<file path="src/rtl/seq_loop_mon_pkg.sv">
// Shared types and helpers for the HLS sequential-loop monitor.
package seq_loop_mon_pkg;

  typedef enum logic [1:0] {
    IDLE = 2'd0,
    LOOP = 2'd1,
    HALT = 2'd2
  } mon_state_e;

  localparam int unsigned STALL_LIMIT_DEFAULT = 1000000;
  localparam int unsigned SAT_MAX_W           = 64;

  // Increment that sticks at the all-ones value of a w-bit counter (w <= SAT_MAX_W).
  function automatic logic [SAT_MAX_W-1:0] sat_inc(input logic [SAT_MAX_W-1:0] v,
                                                   input int unsigned          w);
    logic [SAT_MAX_W-1:0] max_v;
    max_v = (w >= SAT_MAX_W) ? '1 : ((SAT_MAX_W'(1) << w) - SAT_MAX_W'(1));
    return (v >= max_v) ? v : v + SAT_MAX_W'(1);
  endfunction

endpackage

</file>
<file path="src/rtl/seq_state_set_match.sv">
// Membership test of a query state against a masked, packed set of FSM states.
module seq_state_set_match
  import seq_loop_mon_pkg::*;
#(
  parameter int unsigned N         = 4,
  parameter int unsigned FSM_WIDTH = 2
) (
  input  logic [N-1:0]           valid_i,
  input  logic [N*FSM_WIDTH-1:0] states_i,
  input  logic [FSM_WIDTH-1:0]   query_i,
  output logic                   hit_c
);

  always_comb begin
    hit_c = 1'b0;
    for (int unsigned i = 0; i < N; i++) begin
      if (valid_i[i] && (states_i[i*FSM_WIDTH +: FSM_WIDTH] == query_i)) hit_c = 1'b1;
    end
  end

endmodule

</file>
<file path="src/rtl/seq_loop_monitor.sv">
// Cycle-level entry/iteration/exit monitor for one HLS sequential loop.
// Optional min/max iteration tracking is enabled by defining SEQ_LOOP_MON_MINMAX_EN.
module seq_loop_monitor
  import seq_loop_mon_pkg::*;
#(
  parameter int unsigned FSM_WIDTH   = 2,
  parameter int unsigned N_PRE       = 4,
  parameter int unsigned N_QUIT      = 16,
  parameter int unsigned N_ITER_END  = 4,
  parameter int unsigned CNT_WIDTH   = 32,
  parameter int unsigned STALL_LIMIT = STALL_LIMIT_DEFAULT
) (
  input  logic                            clock,
  input  logic                            reset,
  input  logic [FSM_WIDTH-1:0]            cur_state,
  input  logic [N_PRE-1:0]                pre_valid,
  input  logic [N_PRE*FSM_WIDTH-1:0]      pre_states,
  input  logic [N_QUIT-1:0]               quit_valid,
  input  logic [N_QUIT*FSM_WIDTH-1:0]     quit_states,
  input  logic [N_ITER_END-1:0]           iter_end_valid,
  input  logic [N_ITER_END*FSM_WIDTH-1:0] iter_end_states,
  input  logic [FSM_WIDTH-1:0]            iter_start_state,
  input  logic [FSM_WIDTH-1:0]            loop_quit_state,
  input  logic                            one_state_loop,
  input  logic                            one_state_block,
  input  logic                            finish,
  output logic                            in_loop,
  output logic                            iter_pulse,
  output logic                            exit_pulse,
  output logic [CNT_WIDTH-1:0]            iter_count,
  output logic [CNT_WIDTH-1:0]            invoc_count,
  output logic                            stall_err,
`ifdef SEQ_LOOP_MON_MINMAX_EN
  output logic [CNT_WIDTH-1:0]            min_iters,
  output logic [CNT_WIDTH-1:0]            max_iters,
`endif
  output logic                            protocol_err
);

  logic [FSM_WIDTH-1:0] prev_state_q;
  mon_state_e           state_q, state_d;
  logic                 in_loop_q, in_loop_d;
  logic                 iter_pulse_q, iter_pulse_d;
  logic                 exit_pulse_q, exit_pulse_d;
  logic [CNT_WIDTH-1:0] iter_count_q, iter_count_d;
  logic [CNT_WIDTH-1:0] invoc_count_q, invoc_count_d;
  logic [CNT_WIDTH-1:0] stall_cnt_q, stall_cnt_d;
  logic                 stall_err_q, stall_err_d;
  logic                 protocol_err_q, protocol_err_d;
`ifdef SEQ_LOOP_MON_MINMAX_EN
  logic [CNT_WIDTH-1:0] min_iters_q, min_iters_d;
  logic [CNT_WIDTH-1:0] max_iters_q, max_iters_d;
`endif

  logic                 pre_hit_c, quit_hit_c, iter_end_hit_c;
  logic                 entry_c, iter_c, exit_c;
  logic [CNT_WIDTH-1:0] iter_inc_c, invoc_inc_c, stall_inc_c;

  seq_state_set_match #(.N(N_PRE), .FSM_WIDTH(FSM_WIDTH)) u_pre_match (
    .valid_i(pre_valid), .states_i(pre_states), .query_i(prev_state_q), .hit_c(pre_hit_c)
  );

  seq_state_set_match #(.N(N_QUIT), .FSM_WIDTH(FSM_WIDTH)) u_quit_match (
    .valid_i(quit_valid), .states_i(quit_states), .query_i(prev_state_q), .hit_c(quit_hit_c)
  );

  seq_state_set_match #(.N(N_ITER_END), .FSM_WIDTH(FSM_WIDTH)) u_iter_end_match (
    .valid_i(iter_end_valid), .states_i(iter_end_states), .query_i(prev_state_q),
    .hit_c(iter_end_hit_c)
  );

  // Transition events seen on the (prev_state, cur_state) pair.
  assign entry_c = pre_hit_c && (cur_state == iter_start_state);
  assign iter_c  = (cur_state == iter_start_state) &&
                   (one_state_loop ? (prev_state_q == iter_start_state) : iter_end_hit_c);
  assign exit_c  = quit_hit_c && (cur_state == loop_quit_state);

  assign iter_inc_c  = CNT_WIDTH'(sat_inc(SAT_MAX_W'(iter_count_q), CNT_WIDTH));
  assign invoc_inc_c = CNT_WIDTH'(sat_inc(SAT_MAX_W'(invoc_count_q), CNT_WIDTH));
  assign stall_inc_c = CNT_WIDTH'(sat_inc(SAT_MAX_W'(stall_cnt_q), CNT_WIDTH));

  always_comb begin
    state_d        = state_q;
    iter_pulse_d   = 1'b0;
    exit_pulse_d   = 1'b0;
    iter_count_d   = iter_count_q;
    invoc_count_d  = invoc_count_q;
    stall_cnt_d    = stall_cnt_q;
    stall_err_d    = stall_err_q;
    protocol_err_d = protocol_err_q;
`ifdef SEQ_LOOP_MON_MINMAX_EN
    min_iters_d    = min_iters_q;
    max_iters_d    = max_iters_q;
`endif
    if (finish) begin
      state_d = HALT;
      if (state_q == LOOP) protocol_err_d = 1'b1;
    end else begin
      case (state_q)
        IDLE: begin
          if (entry_c) begin
            state_d      = LOOP;
            iter_count_d = '0;
            stall_cnt_d  = '0;
          end
        end
        LOOP: begin
          stall_cnt_d = stall_inc_c;
          if (entry_c) protocol_err_d = 1'b1;
          // Exit takes priority; the last body pass is counted exactly once.
          if (exit_c) begin
            state_d       = IDLE;
            exit_pulse_d  = 1'b1;
            invoc_count_d = invoc_inc_c;
            if (!one_state_block) begin
              iter_count_d = iter_inc_c;
`ifdef SEQ_LOOP_MON_MINMAX_EN
              if (iter_inc_c < min_iters_q) min_iters_d = iter_inc_c;
              if (iter_inc_c > max_iters_q) max_iters_d = iter_inc_c;
`endif
            end
          end else if (iter_c) begin
            iter_pulse_d = 1'b1;
            stall_cnt_d  = '0;
            if (!one_state_block) iter_count_d = iter_inc_c;
          end
          if (stall_cnt_d == CNT_WIDTH'(STALL_LIMIT)) stall_err_d = 1'b1;
        end
        default: state_d = state_q;
      endcase
    end
    in_loop_d = (state_d == LOOP);
  end

  always_ff @(posedge clock) begin
    if (reset) begin
      prev_state_q   <= '0;
      state_q        <= IDLE;
      in_loop_q      <= 1'b0;
      iter_pulse_q   <= 1'b0;
      exit_pulse_q   <= 1'b0;
      iter_count_q   <= '0;
      invoc_count_q  <= '0;
      stall_cnt_q    <= '0;
      stall_err_q    <= 1'b0;
      protocol_err_q <= 1'b0;
`ifdef SEQ_LOOP_MON_MINMAX_EN
      min_iters_q    <= '1;
      max_iters_q    <= '0;
`endif
    end else begin
      prev_state_q   <= cur_state;
      state_q        <= state_d;
      in_loop_q      <= in_loop_d;
      iter_pulse_q   <= iter_pulse_d;
      exit_pulse_q   <= exit_pulse_d;
      iter_count_q   <= iter_count_d;
      invoc_count_q  <= invoc_count_d;
      stall_cnt_q    <= stall_cnt_d;
      stall_err_q    <= stall_err_d;
      protocol_err_q <= protocol_err_d;
`ifdef SEQ_LOOP_MON_MINMAX_EN
      min_iters_q    <= min_iters_d;
      max_iters_q    <= max_iters_d;
`endif
    end
  end

  assign in_loop      = in_loop_q;
  assign iter_pulse   = iter_pulse_q;
  assign exit_pulse   = exit_pulse_q;
  assign iter_count   = iter_count_q;
  assign invoc_count  = invoc_count_q;
  assign stall_err    = stall_err_q;
  assign protocol_err = protocol_err_q;
`ifdef SEQ_LOOP_MON_MINMAX_EN
  assign min_iters    = min_iters_q;
  assign max_iters    = max_iters_q;
`endif

endmodule

</file>
<file path="config.mk">
export PLATFORM = sky130hd
export DESIGN_NAME = seq_loop_monitor
export DESIGN_NICKNAME = d
export VERILOG_FILES = /design/src/rtl/seq_loop_mon_pkg.sv /design/src/rtl/seq_state_set_match.sv /design/src/rtl/seq_loop_monitor.sv
export SDC_FILE = /design/constraint.sdc
export NUM_CORES = 1
export LEC_CHECK = 0
export ABC_AREA = 0
export BUFFER_PORTS_ARGS = -buffer_cell sky130_fd_sc_hd__buf_2
export CAP_MARGIN = 20
export CORE_MARGIN = 2
export CORE_UTILIZATION = 35
export CTS_CLUSTER_SIZE = 20
export DETAILED_ROUTE_END_ITERATION = 10
export GPL_TIMING_DRIVEN = 0
export PLACE_DENSITY = 0.57
export SYNTH_ARGS = -nofsm -noshare
export SYNTH_HDL_FRONTEND = slang
export SYNTH_SLANG_ARGS = --single-unit
</file>
<file path="constraint.sdc">
create_clock -name clock -period 3.09 [get_ports clock]
set_clock_uncertainty 0.05 [all_clocks]
set_input_delay 0.618 -clock clock [delete_from_list [all_inputs] [get_ports clock]]
set_output_delay 0.618 -clock clock [all_outputs]
set_load 0.02 [all_outputs]
</file>
==> results <==
- The flow ran to the end, but the final reports show violations.
- The checks that failed: design-rule violations.
- The area growth from synthesis to layout is 21.3%.
- In this run the vertical extent of the chip is between 100 and 150 um.
- The count of clock tree sinks is around 110.
- The analysis attributes to net switching a power of 0.769 mW.
- The share of the cycle needed by the critical path after routing is between 90% and 100%.
- The commonest register cell after synthesis is dfxtp_1.
- The critical path endpoint category is a register.
- The critical path data arrival time is roughly 3.2 ns.
- The floorplan has 49 rows.
- The number of storage elements in the synthesis netlist is between 100 and 150.
- The slew at the pin closest to its max-slew limit is roughly 0.62 ns.
- The worst slew slack as a fraction of its limit is approximately three fifths.
- Setup repair after global routing could not meet its margin everywhere.
- The synthesized design spends more area on one cell type than any other, namely dfxtp_1.
- The share of total power in combinational logic is between 10 and 15%.
- The longest clock path from root to sink contains 2 buffers.
- The number of remaining DRC errors is 13.
- Dividing total power by cell area gives a power density of around 360 mW/mm^2.
- Ranked by total cell area, the synthesized netlist is headed by dfxtp_1 32%, xnor2_1 8.1%, a21oi_1 5.5%, nand3_1 5.5%, o21ai_0 4.6%.
- The pre-antenna-repair detailed-routing pass consisted of 8 iterations.
- The switching share of total power is between 20% and 30%.
- In this run the number of H-tree levels came out at 3.
- The total of buffers placed on input and output ports is 150.
- In the final layout, flip-flops and latches occupy roughly 0.0021 mm^2.
- The internal portion of the total power is 2.09 mW.
- Clock-pin slew was measured on the worst setup and hold paths at roughly 0.080 ns.
- When the netlist entered floorplanning its net count stood at roughly 900.
- Leaving out fill and tap cells, the most frequent cells in the layout are 157 x buf_2, 104 x dfxtp_1, 71 x a21oi_1.
- The total core area is approximately 0.018 mm^2.
- In this run, synthesis inferred 0 flip-flops with an integrated enable.
- The count of maximum capacitance violations is 0.
- The number of antenna violations at the first check in global routing is 0.
- The post-placement cell area is roughly 0.0075 mm^2.
- The cell area that synthesis handed to floorplanning was around 0.0065 mm^2.
- The number of top-level pins is 152.
- The final route contains between 6,000 and 7,000 vias.
- The number of different library cells in the post-synthesis netlist is 63.
- The synthesized area per cell is about 8 um^2.
- For this run, asynchronously set or reset flops after synthesis account for 0%.
- The final critical delay including setup and external delays is 2.96 ns.
- The wire length of the first global-routing pass is slightly above 30,000 um.
- Buffers inserted during clock tree synthesis total 9.
- The global-route congestion overflow total is 0.
- The accumulated negative setup slack is 0 ns.
- The root buffer cell is clkbuf_16.
- The filler cell count is 1,859.
- With fillers left out, the area of the finished cells amounts to about 0.0079 mm^2.
- In this run the remaining antenna-violating nets after routing total 0.
- The peak supply drop is between 0.2 and 0.3 mV.
- TritonCTS built the clock tree.
- In the final routed layout, each cell accounts on average for 15.6 um.
- The floorplan step set the die width to 140 um.
- The clock network is responsible for about two fifths of the overall power.
- The type of the tightest min-delay check is register to register.
- The post-cts hold buffer count is 0.
- For this run, the number of Yosys warnings is 0.
- The starting DRC count in detailed routing is around 460.
- The fraction of layout instances using a drive strength above 1 is about 22%.
- The global router's overall resource usage is 19.3%.
- The leakage power is between 3 and 4 nW.
- The maximum number of pins on one net before global-route repair is 20.
- The total routed wirelength is about 19,000 um.
- The number of hold violations in the final report was 0.
- The starting density of the core is between 30 and 40%.
- The congestion estimate from routability-driven global placement came to approximately 0.83.
- The multi-input combinational cells in the finished layout cover a total of just over 0.004 mm^2.
- The startpoint class of the critical path is a register.
- The number of pins with negative max-slew slack in the final report came to 0.
- Based on the critical path, the design can be clocked at up to 0.338 GHz.
- The number of setup violations in the final report is 0.
- In the synthesized netlist, the number of instances is between 800 and 900.
- The worst path required time is between 3 and 4 ns.
- After synthesis, flip-flops and latches occupy 32.4% of the total area.
- The clock latency of the later-clocked register in the worst-skew pair is 0.36 ns.
- The library cell used most frequently in the layout, excluding fill and tap cells, is buf_2.
- The post-DP HPWL is between 10,000 and 15,000 um.
- The critical setup path kind is register to register.
- The maximum net fanout on the critical path is 10.
- In the final design database the tool counted approximately 1,100 nets.
- The number of global-route vias before repair is 6,090.
- The die footprint is just under 0.02 mm^2.
- After layout, the design draws a total of about 2.9 mW.
- Dividing the detail-routed via count by the number of cells gives about 5.4.
- The fraction of power consumed by sequential logic is between 40% and 50%.
- The antenna diode count is 0.
- Summed over its instances, the top area cell type makes up 32.4% of the synthesized netlist area.
## critical path, stage by stage (launching register included)
cell	delay, ns
dfxtp_1	0.39
ha_1	0.33
and4_1	0.22
buf_2	0.16
and2_1	0.19
a31oi_1	0.35
o211ai_2	0.25
buf_4	0.20
clkbuf_1	0.20
or3_1	0.38
a21oi_1	0.16
## cell type report
class                   count  share of cell area (%)
multi-input cells         649                    51.5
clock buffers              10                    3.04
clock inverters             6                   0.732
plain buffers              48                    3.58
well taps                 229                    3.64
inverters                  21                    1.00
repair buffers            152                    9.74
flip-flops and latches    105                    26.7
## cell usage after synthesis, types with 6 or more instances
cell and instances:
a21oi_1 71, a31oi_1 8, and2_1 18, and3_1 23, and4_1 9, buf_2 8, buf_4 10, buf_6 6
clkbuf_1 22, dfxtp_1 105, inv_1 21, mux2i_1 11, nand2_1 66, nand3_1 71, nand4_1 34, nor2_1 45
nor2b_1 6, nor3_1 16, o211ai_1 9, o21ai_0 60, o31ai_1 10, or3_1 43, or4_1 16, xnor2_1 60
xor2_1 21
## layer usage
metal  GRT usage [%]  vias up  wire length, um
met5               0        -                0
met4            3.88        0              167
met3            3.45       12              806
met2            31.9      139             8890
met1            26.6     3078             9180
li1                -     3323                -
## registers in the layout, summed over array words and instances, names as in the netlist
signal / flops
stall_cnt_q: 32
iter_pulse: 1
exit_pulse: 1
stall_err: 1
state_q: 2
iter_count: 32
in_loop: 1
prev_state_q: 2
invoc_count: 32
protocol_err: 1
## logic make-up after synthesis
group	synth area share (%)
buf+inv	5.42
fa+ha+maj	0.579
simple gates	32.7
mux	1.87
xor+xnor	10.9
compound gates	16.1
flops	32.4
## power groups by stage
| stage | logic, mW | registers (mW) | clock network [mW] |
|---|---|---|---|
| 3_5_place_dp | 0.312 | 1.41 | 0 |
| 2_1_floorplan | 0.197 | 1.41 | 0 |
| 3_3_place_gp | 0.308 | 1.41 | 0 |
| 6_report | 0.318 | 1.38 | 1.17 |
| 5_1_grt | 0.354 | 1.38 | 1.26 |
| 4_1_cts | 0.314 | 1.38 | 1.21 |
## worst paths after layout
path                            cells past startpoint     startpoint  slack, ns        endpoint
worst max-delay path                               10  iter_count[0]       0.13  iter_count[13]
worst min-delay path                                2   protocol_err       0.43    protocol_err
worst max register to register                     10  iter_count[0]       0.13  iter_count[13]
worst min register to register                      2   protocol_err       0.43    protocol_err
## per-stage QoR
stage                     setup slack (ns)  cells  hold slack [ns]  utilization, %
after floorplan                      0.529    823            0.402               -
after global placement              0.0211   1202            0.398            41.6
after detailed placement            0.0363   1202            0.407            41.6
after CTS                            0.118   1218            0.429            43.2
after global routing              -0.00488   1220            0.463            43.5
final                                0.128   1220            0.426            43.5
## what timing repair did
item,in CTS,in global routing
buffers inserted,0,2
endpoints found under the setup margin,0,47
gates resized for setup,0,15
Power figures use the tool's default switching activity.
